$ cat src/rtl/bnn_pkg.sv
// Shared BNN OCR pipeline definitions used by the argmax classifier.
// Optional runner-up tracking is enabled with ARGMAX_MARGIN_EN.
package bnn_pkg;

    typedef logic signed [15:0] score_t;

    localparam int NUM_CLASSES_DEFAULT = 10;

    typedef enum logic [1:0] {IDLE, SCAN, DONE} argmax_state_t;

endpackage

$ cat src/rtl/argmax_classifier_if.sv
// Score-capture and result-readout bus of the argmax classifier.
// With ARGMAX_MARGIN_EN the bus also carries margin and low_conf.
interface argmax_classifier_if #(
    parameter int NUM_CLASSES = 10,
    parameter int SCORE_W     = 16
);
    localparam int IDX_W = $clog2(NUM_CLASSES);

    logic                                scores_valid;
    logic [NUM_CLASSES-1:0][SCORE_W-1:0] scores;
    logic                                result_ack;
    logic                                result_valid;
    logic [IDX_W-1:0]                    class_idx;
    logic [SCORE_W-1:0]                  max_score;
    logic                                busy;
    logic                                overrun;
`ifdef ARGMAX_MARGIN_EN
    logic [SCORE_W:0]                    margin;
    logic                                low_conf;
`endif

    modport master (
        output scores_valid, scores, result_ack,
        input  result_valid, class_idx, max_score, busy, overrun
`ifdef ARGMAX_MARGIN_EN
        , input margin, low_conf
`endif
    );

    modport slave (
        input  scores_valid, scores, result_ack,
        output result_valid, class_idx, max_score, busy, overrun
`ifdef ARGMAX_MARGIN_EN
        , output margin, low_conf
`endif
    );

endinterface

$ cat src/rtl/argmax_classifier_score_cmp.sv
// Signed candidate-versus-best compare; with ARGMAX_MARGIN_EN also versus the runner-up.
module score_cmp #(
    parameter int SCORE_W = 16
) (
    input  logic [SCORE_W-1:0] cand,
    input  logic [SCORE_W-1:0] best,
    output logic               best_upd
`ifdef ARGMAX_MARGIN_EN
    ,
    input  logic [SCORE_W-1:0] second,
    output logic               second_upd
`endif
);

    // Strict compare keeps the lowest index on ties.
    assign best_upd = $signed(cand) > $signed(best);

`ifdef ARGMAX_MARGIN_EN
    assign second_upd = !best_upd && ($signed(cand) > $signed(second));
`endif

endmodule

$ cat src/rtl/argmax_classifier.sv
// Sequential argmax over captured class scores with a valid/ack result hold.
// ARGMAX_MARGIN_EN adds runner-up tracking with margin and low_conf outputs.
module argmax_classifier
    import bnn_pkg::*;
#(
    parameter int NUM_CLASSES = NUM_CLASSES_DEFAULT,
    parameter int SCORE_W     = 16
`ifdef ARGMAX_MARGIN_EN
    ,
    parameter logic [SCORE_W-1:0] MARGIN_THRESH = 16'sh0100
`endif
) (
    input logic                clk,
    input logic                rst,
    argmax_classifier_if.slave bus
);

    localparam int IDX_W = $clog2(NUM_CLASSES);
    localparam logic [IDX_W-1:0] LAST_IDX = IDX_W'(NUM_CLASSES - 1);

    argmax_state_t      state;
    logic               valid_q;
    logic [SCORE_W-1:0] cap [NUM_CLASSES];
    logic [SCORE_W-1:0] best;
    logic [IDX_W-1:0]   best_idx;
    logic [IDX_W-1:0]   i;
    logic               overrun_q;
    logic               new_frame;
    logic               capture;
    logic               best_upd;
    logic [SCORE_W-1:0] cand;

    assign new_frame = bus.scores_valid & ~valid_q;
    assign capture   = new_frame && (state == IDLE || state == DONE);
    assign cand      = cap[i];

`ifdef ARGMAX_MARGIN_EN
    logic [SCORE_W-1:0]        second;
    logic                      second_upd;
    logic signed [SCORE_W:0]   diff;

    score_cmp #(.SCORE_W(SCORE_W)) u_cmp (
        .cand       (cand),
        .best       (best),
        .best_upd   (best_upd),
        .second     (second),
        .second_upd (second_upd)
    );
`else
    score_cmp #(.SCORE_W(SCORE_W)) u_cmp (
        .cand     (cand),
        .best     (best),
        .best_upd (best_upd)
    );
`endif

    always_ff @(posedge clk) begin
        if (rst) begin
            state     <= IDLE;
            valid_q   <= 1'b0;
            best      <= '0;
            best_idx  <= '0;
            i         <= '0;
            overrun_q <= 1'b0;
            for (int unsigned k = 0; k < NUM_CLASSES; k++) cap[k] <= '0;
`ifdef ARGMAX_MARGIN_EN
            second    <= '0;
`endif
        end else begin
            valid_q   <= bus.scores_valid;
            // Edges in SCAN are dropped; in DONE they only count as overrun when unacknowledged.
            overrun_q <= new_frame && (state == SCAN || (state == DONE && !bus.result_ack));
            if (capture) begin
                for (int unsigned k = 0; k < NUM_CLASSES; k++) cap[k] <= bus.scores[k];
                best     <= bus.scores[0];
                best_idx <= '0;
                i        <= IDX_W'(1);
                state    <= SCAN;
`ifdef ARGMAX_MARGIN_EN
                second   <= {1'b1, {(SCORE_W-1){1'b0}}};
`endif
            end else begin
                case (state)
                    SCAN: begin
                        if (best_upd) begin
                            best     <= cand;
                            best_idx <= i;
`ifdef ARGMAX_MARGIN_EN
                            second   <= best;
`endif
                        end
`ifdef ARGMAX_MARGIN_EN
                        else if (second_upd) second <= cand;
`endif
                        if (i == LAST_IDX) state <= DONE;
                        else               i     <= i + IDX_W'(1);
                    end
                    DONE:    if (bus.result_ack) state <= IDLE;
                    default: ;
                endcase
            end
        end
    end

    assign bus.result_valid = (state == DONE);
    assign bus.class_idx    = best_idx;
    assign bus.max_score    = best;
    assign bus.busy         = (state == SCAN);
    assign bus.overrun      = overrun_q;

`ifdef ARGMAX_MARGIN_EN
    assign diff         = $signed({best[SCORE_W-1], best}) - $signed({second[SCORE_W-1], second});
    assign bus.margin   = bus.result_valid ? diff : '0;
    assign bus.low_conf = bus.result_valid &&
                          (diff < $signed({MARGIN_THRESH[SCORE_W-1], MARGIN_THRESH}));
`endif

endmodule

$ cat src/flat_wrapper.sv
// flat-port wrapper written by rule: the top's interface ports become plain ports
module argmax_classifier_flat import bnn_pkg::*;
#(
    parameter int NUM_CLASSES = NUM_CLASSES_DEFAULT,
    parameter int SCORE_W     = 16

)
  (clk, rst, bus_scores_valid, bus_scores, bus_result_ack, bus_result_valid, bus_class_idx, bus_max_score, bus_busy, bus_overrun);
  argmax_classifier_if #(.NUM_CLASSES(NUM_CLASSES), .SCORE_W(SCORE_W)) bus_i ();
  input logic clk;
  input logic rst;
  input wire logic [$bits(bus_i.scores_valid)-1:0] bus_scores_valid;
  input wire logic [$bits(bus_i.scores)-1:0] bus_scores;
  input wire logic [$bits(bus_i.result_ack)-1:0] bus_result_ack;
  output wire logic [$bits(bus_i.result_valid)-1:0] bus_result_valid;
  output wire logic [$bits(bus_i.class_idx)-1:0] bus_class_idx;
  output wire logic [$bits(bus_i.max_score)-1:0] bus_max_score;
  output wire logic [$bits(bus_i.busy)-1:0] bus_busy;
  output wire logic [$bits(bus_i.overrun)-1:0] bus_overrun;
  assign bus_i.scores_valid = bus_scores_valid;
  assign bus_i.scores = bus_scores;
  assign bus_i.result_ack = bus_result_ack;
  assign bus_result_valid = bus_i.result_valid;
  assign bus_class_idx = bus_i.class_idx;
  assign bus_max_score = bus_i.max_score;
  assign bus_busy = bus_i.busy;
  assign bus_overrun = bus_i.overrun;
  argmax_classifier #(.NUM_CLASSES(NUM_CLASSES), .SCORE_W(SCORE_W)) u_core (.clk(clk), .rst(rst), .bus(bus_i));
endmodule
$ cat config.mk
export PLATFORM = sky130hd
export DESIGN_NAME = argmax_classifier_flat
export DESIGN_NICKNAME = d
export VERILOG_FILES = /design/src/rtl/bnn_pkg.sv /design/src/rtl/argmax_classifier_if.sv /design/src/rtl/argmax_classifier_score_cmp.sv /design/src/rtl/argmax_classifier.sv /design/src/flat_wrapper.sv
export SDC_FILE = /design/constraint.sdc
export NUM_CORES = 1
export LEC_CHECK = 0
export BUFFER_PORTS_ARGS = -buffer_cell sky130_fd_sc_hd__buf_2
export CAP_MARGIN = 10
export CELL_PAD_IN_SITES_DETAIL_PLACEMENT = 1
export CELL_PAD_IN_SITES_GLOBAL_PLACEMENT = 1
export CORE_UTILIZATION = 45
export DETAILED_ROUTE_END_ITERATION = 16
export PLACE_DENSITY_LB_ADDON = 0.1
export SYNTH_ARGS = -nofsm -noshare
export SYNTH_HDL_FRONTEND = slang
export SYNTH_SLANG_ARGS = --single-unit
$ cat constraint.sdc
create_clock -name clk -period 8.08 [get_ports clk]
set_clock_uncertainty 0.2 [all_clocks]
set_input_delay 0.808 -clock clk [delete_from_list [all_inputs] [get_ports clk]]
set_output_delay 0.808 -clock clk [all_outputs]
set_load 0.02 [all_outputs]
==> reports/summary.txt, run 1 <==
top_reg_cell synth: edfxtp_1
Final HPWL DP: 15600 µm
initial antenna violation count: 1
Nets: 1004
synth warn: 0
Clock Latency Late Sink: 0.43 ns
status: finished clean
Fin. Hold Viols: 0
Post-synth ARST share: 0
Die Area: 20900 µm²
DR DRC count: 0
vias per cell: 5.30
gr usage total: 0.219
CP max stage cell: dfxtp_4
Routed Antenna Nets: 0
crit share post-route: 0.621
RSZ-0062 raised after global routing: false
CTS sink cnt: 188
CTS clock-pin slew for the worst setup and hold paths: 0.07 ns
Reg area: 5370 µm²
synthesized instance count: 653
CTS buffer count: 17
number of synthesized flops with an enable pin: 160
final setup violating endpoints: 0
Die Wd: 144 µm
Least-Margin Pin Slew: 1.16 ns
element type at the critical path end: register
cell area after synthesis: 9130 µm²
Worst Path Arrival: 5.15 ns
setup ws final: 3.06 ns
Worst VDD drop: 0.154 mV
DP Area: 10100 µm²
CP Class: reg2reg
Hold Crit Class: reg2reg
DR pass1 iterations: 5
routed wire length: 21600 µm
final setup TNS: 0 ns
routed len/inst: 19.7 µm
vias post-DR: 5815
Area Growth Syn to Fin: 16.6%
Crit path largest cell delay: 0.86 ns
Die H: 144 µm
number of global-route vias before repair: 6042
Cell Pwr Density: 250 nW/µm²
CTS tree: yes
final instance area: 10600 µm²
htree depth: 4
top-level port count: 187
grt total ovfl: 0
hold path depth: 1
post-cts repair resize count: 0
Final Non-Filler Cells: 1097
Slew HR: 0.224
Post-Syn Nets: 838
Setup crit start kind: register
CP required: 8.22 ns
Syn Area/Cell: 14.0 µm²
num rows: 51
R2R depth: 11
Fill cells: 2092
share of cells above drive strength 1: 0.306
Leak Pwr: 4.32 nW
max-slew violations: 0
Final GP Congestion: 0.863
crit path max fanout: 45
antenna diode count: 0
fin util: 0.542
initial core utilization: 0.465
pre-CTS setup slack: 3.12 ns
minimum clock period: 5.02 ns
Core Area: 19700 µm²
CP most frequent cell: a21oi_1
Post-CTS Hold Buffers: 0
first-pass GRT wire length: 33200 µm
area of the multi-input gates: 3310 µm²
share of the yosys chip area belonging to registers: 0.587
port bufs: 186
Critical Path, Cell by Cell: mux4_1, nor2b_1, a211oi_1, a21oi_1, ha_1, a41o_1, a21oi_1, o31a_1, nand4_1, and4b_1, nor4_1
FMAX: 199 MHz
maximum number of pins on one net before global-route repair: 161
Iteration-0 DRC Markers: 357
clock buffer depth: 2
Root Driver: clkbuf_16
MaxCap Viol Count: 0
Synth cell types: 51
register bit count reported by yosys: 188
Cell Count Post-Placement: 1065
Post-CTS Repair Setup Buffers: 0
-- cell families after synthesis --
| family | synth area share |
|---|---|
| simple gates | 0.152 |
| flops | 0.587 |
| compound gates | 0.0666 |
| buf+inv | 0.0522 |
| mux | 0.110 |
| fa+ha+maj | 0.0288 |
| xor+xnor | 0.00288 |
-- synth_stat cells, drive strengths merged, types with 5 or more instances --
master / n / area, µm²
and2: 160 / 1000
edfxtp: 160 / 4800
mux4: 36 / 871
clkbuf: 31 / 220
dfxtp: 28 / 561
nor2: 25 / 93.8
a21oi: 23 / 115
inv: 23 / 86.3
o21ai: 22 / 114
ha: 21 / 263
nand3: 19 / 95.1
a311oi: 15 / 131
buf: 14 / 161
nor2b: 13 / 81.3
mux2i: 12 / 120
a211oi: 11 / 82.6
nand4: 6 / 52.6
a21o: 5 / 37.5
nand2: 5 / 18.8
-- metal layers --
metal  vias up  track usage  wire length (µm)
met5         -            0                 0
li1       2745            -                 -
met3        25       0.0377              1120
met1      2870        0.304              9850
met4         0       0.0792               366
met2       175        0.345             10300
-- per-stage QoR --
stage                     hold slack (ns)  power, W
final                               0.230   0.00266
after global routing                0.258   0.00277
after CTS                           0.232   0.00268
after detailed placement            0.211   0.00187
after global placement              0.208   0.00184
after floorplan                     0.198   0.00171
-- layout make-up --
| cell class | count | area share |
|---|---|---|
| inverter | 23 | 0.00811 |
| clock inverter | 14 | 0.0130 |
| multi-input combinational | 396 | 0.311 |
| sequential | 188 | 0.504 |
| tap | 265 | 0.0311 |
| timing repair buffer | 193 | 0.0924 |
| clock buffer | 18 | 0.0403 |
-- flip-flops by register name, summed over array words and instances, names as in the netlist --
| name | flops |
|---|---|
| u_core.cap | 160 |
| u_core.bus.max_score | 16 |
| u_core.bus.class_idx | 4 |
| u_core.i | 4 |
| u_core.state | 2 |
| u_core.bus.overrun | 1 |
| u_core.valid_q | 1 |
-- power by group --
group          internal, W  leakage [nW]  switching, W
Clock             0.000432         0.265      0.000375
Sequential         0.00121          1.94     0.0000844
Combinational     0.000250          2.11      0.000310
Total              0.00189          4.32      0.000769
-- final timing paths --
path | start | end | slack (ns)
setup / recovery | u_core.i[0]$_SDFFE_PP0P_ | u_core.bus.max_score[0]$_SDFFE_PP0P_ | 3.06
hold / removal | u_core.valid_q$_SDFF_PP0_ | u_core.bus.overrun$_SDFF_PP0_ | 0.23
hold reg to reg | u_core.valid_q$_SDFF_PP0_ | u_core.bus.overrun$_SDFF_PP0_ | 0.23
setup reg to reg | u_core.i[0]$_SDFFE_PP0P_ | u_core.bus.max_score[0]$_SDFFE_PP0P_ | 3.06
-- placed cells by master, fill, tap and decap left out, types with 16 or more instances in the layout --
cell type,count
mux4_2,20
and2_1,160
dfxtp_1,26
nand3_1,19
nor2_1,24
a21oi_1,23
mux4_1,16
buf_2,186
edfxtp_1,160
inv_1,23
clkbuf_16,17
ha_1,21
-- critical path: cells and delay by family (launching register included) --
family / cells / cell delay, ns
fa+ha+maj: 1 / 0.23
simple gates: 4 / 1.68
flops: 1 / 0.86
mux: 1 / 0.63
compound gates: 5 / 1.26
No activity file was read; power rests on OpenSTA's default activity.
==> run 2, diff against run 1 <==
- clock period: 8.08 -> 4.9 ns (I/O delays scaled with it)
==> run 2 against run 1 <==
  * Global-route usage shrank 0.079 points
  * Largest cell class unchanged
  * Utilization grew 0.39 points
  * Clock power grew 66%
==> reports/summary.txt, run 2 (synthesis results as in run 1) <==
Worst VDD drop: 0.256 mV (+66%)
Final HPWL DP: 15800 µm (+1.3%)
Fill cells: 2049 (-2.1%)
routed len/inst: 19.8 µm (+0.41%)
CP Class: reg2reg
minimum clock period: 4.56 ns (-0.458 ns)
Final GP Congestion: 0.846 (-1.9%)
Core Area: 19700 µm² (unchanged)
RSZ-0062 raised after global routing: false
Die H: 144 µm (unchanged)
Worst Path Arrival: 4.67 ns (-0.48 ns)
grt total ovfl: 0 (unchanged)
Cell Count Post-Placement: 1074 (+0.85%)
crit share post-route: 0.930 (+0.309)
num rows: 51 (unchanged)
most common cell after layout, fill and taps aside: buf_2
clock buffer depth: 2 (unchanged)
antenna diode count: 0 (unchanged)
share of cells above drive strength 1: 0.314 (+0.00742)
Slew HR: 0.204 (-0.0196)
gr usage total: 0.218 (-0.000786)
first-pass GRT wire length: 33000 µm (-0.40%)
Post-CTS Repair Setup Buffers: 0 (unchanged)
Nets: 1013 (+0.90%)
DR pass1 iterations: 5 (unchanged)
Iteration-0 DRC Markers: 449 (+26%)
vias per cell: 5.33 (+0.48%)
CTS buffer count: 17 (unchanged)
Clock Latency Late Sink: 0.42 ns (about the same)
Die Wd: 144 µm (unchanged)
crit path max fanout: 26 (-42%)
most frequent cells in the layout: 186 x buf_2, 160 x and2_1, 160 x edfxtp_1
DR DRC count: 0 (unchanged)
CTS clock-pin slew for the worst setup and hold paths: 0.07 ns (about the same)
Least-Margin Pin Slew: 1.19 ns (+0.0293 ns)
final setup violating endpoints: 0 (unchanged)
initial antenna violation count: 0 (-1)
Fin. Hold Viols: 0 (unchanged)
port bufs: 186 (unchanged)
Area Growth Syn to Fin: 17.4%
Final Non-Filler Cells: 1106 (+0.82%)
post-cts repair resize count: 0 (unchanged)
Post-CTS Hold Buffers: 0 (unchanged)
Cell Pwr Density: 411 nW/µm² (+65%)
number of global-route vias before repair: 6070 (+0.46%)
CTS sink cnt: 188 (unchanged)
Root Driver: clkbuf_16
initial core utilization: 0.465 (unchanged)
max reg flops: 160 (unchanged)
FMAX: 219 MHz (+10%)
Hold Crit Class: in2reg
vias post-DR: 5891 (+1.3%)
Setup crit start kind: register
element type at the critical path end: register
routed wire length: 21900 µm (+1.2%)
top-level port count: 187 (unchanged)
Routed Antenna Nets: 0 (unchanged)
Die Area: 20900 µm² (unchanged)
MaxCap Viol Count: 0 (unchanged)
max-slew violations: 0 (unchanged)
worst hold slack: 0.141 ns (-0.0887 ns)
maximum number of pins on one net before global-route repair: 161 (unchanged)
htree depth: 4 (unchanged)
status: finished clean
CTS tree: yes
final setup TNS: 0 ns (unchanged)
Most flops, register: u_core.cap
CP required: 5.01 ns (-3.21 ns)
Leak Pwr: 4.37 nW (+1.2%)
run 2: cell count changes in the layout (fill, tap and decap cells not counted), sizes merged:
| cell | delta |
|---|---|
| buf | +9 |
| clkinvlp | -1 |
| inv | -3 |
| bufinv | -1 |
| clkbuf | +5 |
run 2: routing by layer:
metal / vias up / track usage / wire length [µm]
met2: 188 / 0.356 / 10600
met5: - / 0 / 0
met3: 11 / 0.0364 / 1130
met4: 0 / 0.0560 / 206
li1: 2764 / - / -
met1: 2928 / 0.302 / 10000
run 2: area by class of cell:
| type | count | area (µm²) | area share |
|---|---|---|---|
| multi-input combinational | 396 | 3310 | 0.308 |
| sequential | 188 | 5370 | 0.501 |
| inverter | 23 | 86.3 | 0.00805 |
| clock buffer | 23 | 499 | 0.0466 |
| tap | 265 | 332 | 0.0309 |
| clock inverter | 9 | 77.6 | 0.00723 |
| timing repair buffer | 202 | 1050 | 0.0980 |
run 2: final timing paths:
kind	startpoint	to	slack, ns	depth (start not counted)
max reg2reg	u_core.i[1]$_SDFFE_PP0P_	u_core.bus.max_score[8]$_SDFFE_PP0P_	0.34	12
min	bus_scores[113]	u_core.cap[7][1]$_SDFFCE_PN0P_	0.14	2
max	u_core.i[1]$_SDFFE_PP0P_	u_core.bus.max_score[8]$_SDFFE_PP0P_	0.34	12
min reg2reg	u_core.valid_q$_SDFF_PP0_	u_core.bus.overrun$_SDFF_PP0_	0.23	1
run 2: critical path: stages (launching register included):
cell and delay, ns:
dfxtp_2 0.82, buf_4 0.33, mux4_2 0.32, nor2b_1 0.14, a211oi_1 0.39, a21oi_1 0.13
ha_1 0.35, a21o_1 0.22, o21a_1 0.21, o31ai_2 0.56, buf_4 0.32, nand3_1 0.11
a311oi_1 0.33
run 2: power by group:
part / total (W) / switching (W) / internal [W]
Combinational: 0.000975 / 0.000549 / 0.000426
Sequential: 0.00209 / 0.000106 / 0.00199
Clock: 0.00134 / 0.000608 / 0.000731
Total: 0.00441 / 0.00126 / 0.00314
run 2: stage by stage:
step                      total power, W  setup slack (ns)  utilization  cell area [µm²]
after floorplan                  0.00281              1.10            -             9140
after global placement           0.00306             0.593        0.516            10100
after detailed placement         0.00311             0.345        0.516            10100
after CTS                        0.00443             0.347        0.546            10700
after global routing             0.00459            0.0679        0.546            10700
final                            0.00441             0.342        0.546            10700
==> run 3, diff against run 2 <==
- CELL_PAD_IN_SITES_DETAIL_PLACEMENT: 1 -> unset
- CELL_PAD_IN_SITES_GLOBAL_PLACEMENT: 1 -> unset
- CORE_UTILIZATION: 45 -> 55
- PLACE_DENSITY: unset -> 0.8
- PLACE_DENSITY_LB_ADDON: 0.1 -> unset
- TNS_END_PERCENT: unset -> 30
==> run 3 against run 2 <==
  * Design area decreased by 0.61%
  * Non-clock buffer count is 2 lower
  * Global-route usage grew 3.0 points
  * Flip-flop and latch count stayed put
  * First-iteration DRC count increased by 25%
  * Sequential power barely moved
  * Utilization rose by 12 points
  * Die area is 18% lower
  * Clock power about the same
  * Via count is 1.4% higher
  * Setup slack improved by 0.035 ns
  * Routed wire length fell by 8.2%
  * Critical path type unchanged
  * Largest power group unchanged
==> reports/summary.txt, run 3 (synthesis results as in run 1) <==
grt total ovfl: 0 (unchanged)
Post-CTS Hold Buffers: 0 (unchanged)
final setup TNS: 0 ns (unchanged)
Die Wd: 131 µm (-9.4%)
Reg area: 5370 µm² (about the same)
first-pass GRT wire length: 30600 µm (-7.4%)
DR DRC count: 0 (unchanged)
hold_sp: bus_scores[118]
worst hold slack: 0.134 ns (-0.00699 ns)
Least-Margin Pin Slew: 0.961 ns (-0.233 ns)
Most flops, register: u_core.cap
final setup violating endpoints: 0 (unchanged)
top cell family by delay on the critical path: compound AO/OA/AOI/OAI gates
Final GP Congestion: 0.955 (+13%)
combinational share of power: 0.220 (about the same)
Clock Latency Late Sink: 0.43 ns (about the same)
CP required: 5.03 ns (+0.02 ns)
Sequential Power Share: 0.474 (about the same)
clock buffer depth: 2 (unchanged)
Iteration-0 DRC Markers: 561 (+25%)
htree depth: 4 (unchanged)
max-slew violations: 0 (unchanged)
Setup crit start kind: register
R2R depth: 12 (unchanged)
CTS buffer count: 17 (unchanged)
Area Growth Syn to Fin: 16.7%
CTS clock-pin slew for the worst setup and hold paths: 0.07 ns (about the same)
MaxCap Viol Count: 0 (unchanged)
Worst VDD drop: 0.262 mV (+2.7%)
Root Driver: clkbuf_16
post-cts repair resize count: 0 (unchanged)
sw power: 0.00119 W (-5.6%)
Crit path largest cell delay: 0.76 ns (-0.06 ns)
Leak Pwr: 4.36 nW (-0.26%)
max reg flops: 160 (unchanged)
area of the multi-input gates: 3310 µm² (unchanged)
setup ws final: 0.377 ns (+0.0354 ns)
Die H: 131 µm (-9.4%)
uppermost layer routed: met4
routed wire length: 20100 µm (-8.2%)
element type at the critical path end: register
Core Area: 16100 µm² (-18%)
CTS sink cnt: 188 (unchanged)
most common cell after layout, fill and taps aside: buf_2
WP depth: 12 (unchanged)
Worst Path Arrival: 4.65 ns (-0.02 ns)
Die Area: 17100 µm² (-18%)
status: finished clean
DR pass1 iterations: 5 (unchanged)
Routed Antenna Nets: 0 (unchanged)
Power Internal: 0.00321 W (+2.1%)
CP bufs+invs: 2 (unchanged)
minimum clock period: 4.52 ns (-0.0354 ns)
vias post-DR: 5972 (+1.4%)
Critical Path, Cell by Cell: buf_4, mux4_1, a211oi_1, a21oi_1, ha_1, a41o_1, a21oi_1, nor2_1, o31ai_2, buf_4, nand3_1, a311oi_1
launch point of the worst reg-to-reg path: u_core.i[1]$_SDFFE_PP0P_
share of cells above drive strength 1: 0.304 (-0.00962)
M1 wire length: 8630 µm (-14%)
Fin. Hold Viols: 0 (unchanged)
FMAX: 221 MHz (+0.78%)
vias per cell: 5.67 (+6.4%)
pre-CTS setup slack: 0.474 ns (+0.129 ns)
Final HPWL DP: 14400 µm (-8.9%)
Cell Pwr Density: 413 nW/µm² (+0.49%)
Hold Crit Class: in2reg
crit path capture: u_core.bus.max_score[6]$_SDFFE_PP0P_
routed len/inst: 19.1 µm (-3.7%)
Fill cells: 1120 (-45%)
port bufs: 186 (unchanged)
met3 routed WL: 1720 µm (+51%)
maximum number of pins on one net before global-route repair: 161 (unchanged)
clock share of power: 0.306 (+0.002)
Nets: 1011 (-0.20%)
number of global-route vias before repair: 5698 (-6.1%)
reg2reg setup slack: 0.38 ns (+0.04 ns)
most frequent cells in the layout: 186 x buf_2, 160 x and2_1, 160 x edfxtp_1
Slew HR: 0.358 (+0.154)
RSZ-0062 raised after global routing: false
num rows: 46 (-9.8%)
CTS tree: yes
crit path max fanout: 26 (unchanged)
initial core utilization: 0.569 (+0.104)
top-level port count: 187 (unchanged)
gr usage total: 0.248 (+0.0298)
initial antenna violation count: 0 (unchanged)
CP max stage cell: dfxtp_2
Post-CTS Repair Setup Buffers: 0 (unchanged)
sw frac: 0.271 (-0.0158)
crit share post-route: 0.923 (-0.00722)
crit path launch: u_core.i[1]$_SDFFE_PP0P_
met2 routed WL: 9490 µm (-10%)
antenna diode count: 0 (unchanged)
r2r endpoint: u_core.bus.max_score[6]$_SDFFE_PP0P_
CP Class: reg2reg
[run 3: layout make-up]
cell class,count,area share
tap,216,0.0254
timing repair buffer,200,0.0996
clock buffer,22,0.0417
clock inverter,9,0.0114
inverter,23,0.00810
sequential,188,0.504
multi-input combinational,396,0.310
[run 3: worst min path at each step]
stage	end	slack (ns)	cells past startpoint
5_1_grt	u_core.cap[5][15]$_SDFFCE_PN0P_	0.12	2
3_5_place_dp	u_core.bus.overrun$_SDFF_PP0_	0.23	1
3_3_place_gp	u_core.bus.overrun$_SDFF_PP0_	0.21	1
2_1_floorplan	u_core.bus.overrun$_SDFF_PP0_	0.20	1
4_1_cts	u_core.cap[9][15]$_SDFFCE_PN0P_	0.12	2
6_report	u_core.cap[7][6]$_SDFFCE_PN0P_	0.13	2
[run 3: power by group through the flow]
| stage | Clock, W | Combinational, W | Sequential, W |
|---|---|---|---|
| 2_1_floorplan | 0 | 0.000691 | 0.00211 |
| 3_3_place_gp | 0 | 0.000940 | 0.00210 |
| 3_5_place_dp | 0 | 0.000966 | 0.00212 |
| 4_1_cts | 0.00136 | 0.000970 | 0.00208 |
| 5_1_grt | 0.00142 | 0.00106 | 0.00210 |
| 6_report | 0.00135 | 0.000970 | 0.00209 |
[run 3: through the flow]
stage,area [µm²],utilization,power (W),instances
after global placement,10100,0.628,0.00304,1023
after detailed placement,10100,0.628,0.00308,1023
after floorplan,9140,-,0.00281,653
after global routing,10700,0.664,0.00459,1054
after CTS,10700,0.664,0.00442,1054
final,10700,0.664,0.00440,1054
[run 3: routing by layer]
metal | global-route usage | up-vias
met5 | 0 | -
met4 | 0.0710 | 0
met3 | 0.0615 | 24
met2 | 0.386 | 286
met1 | 0.347 | 2910
li1 | - | 2752
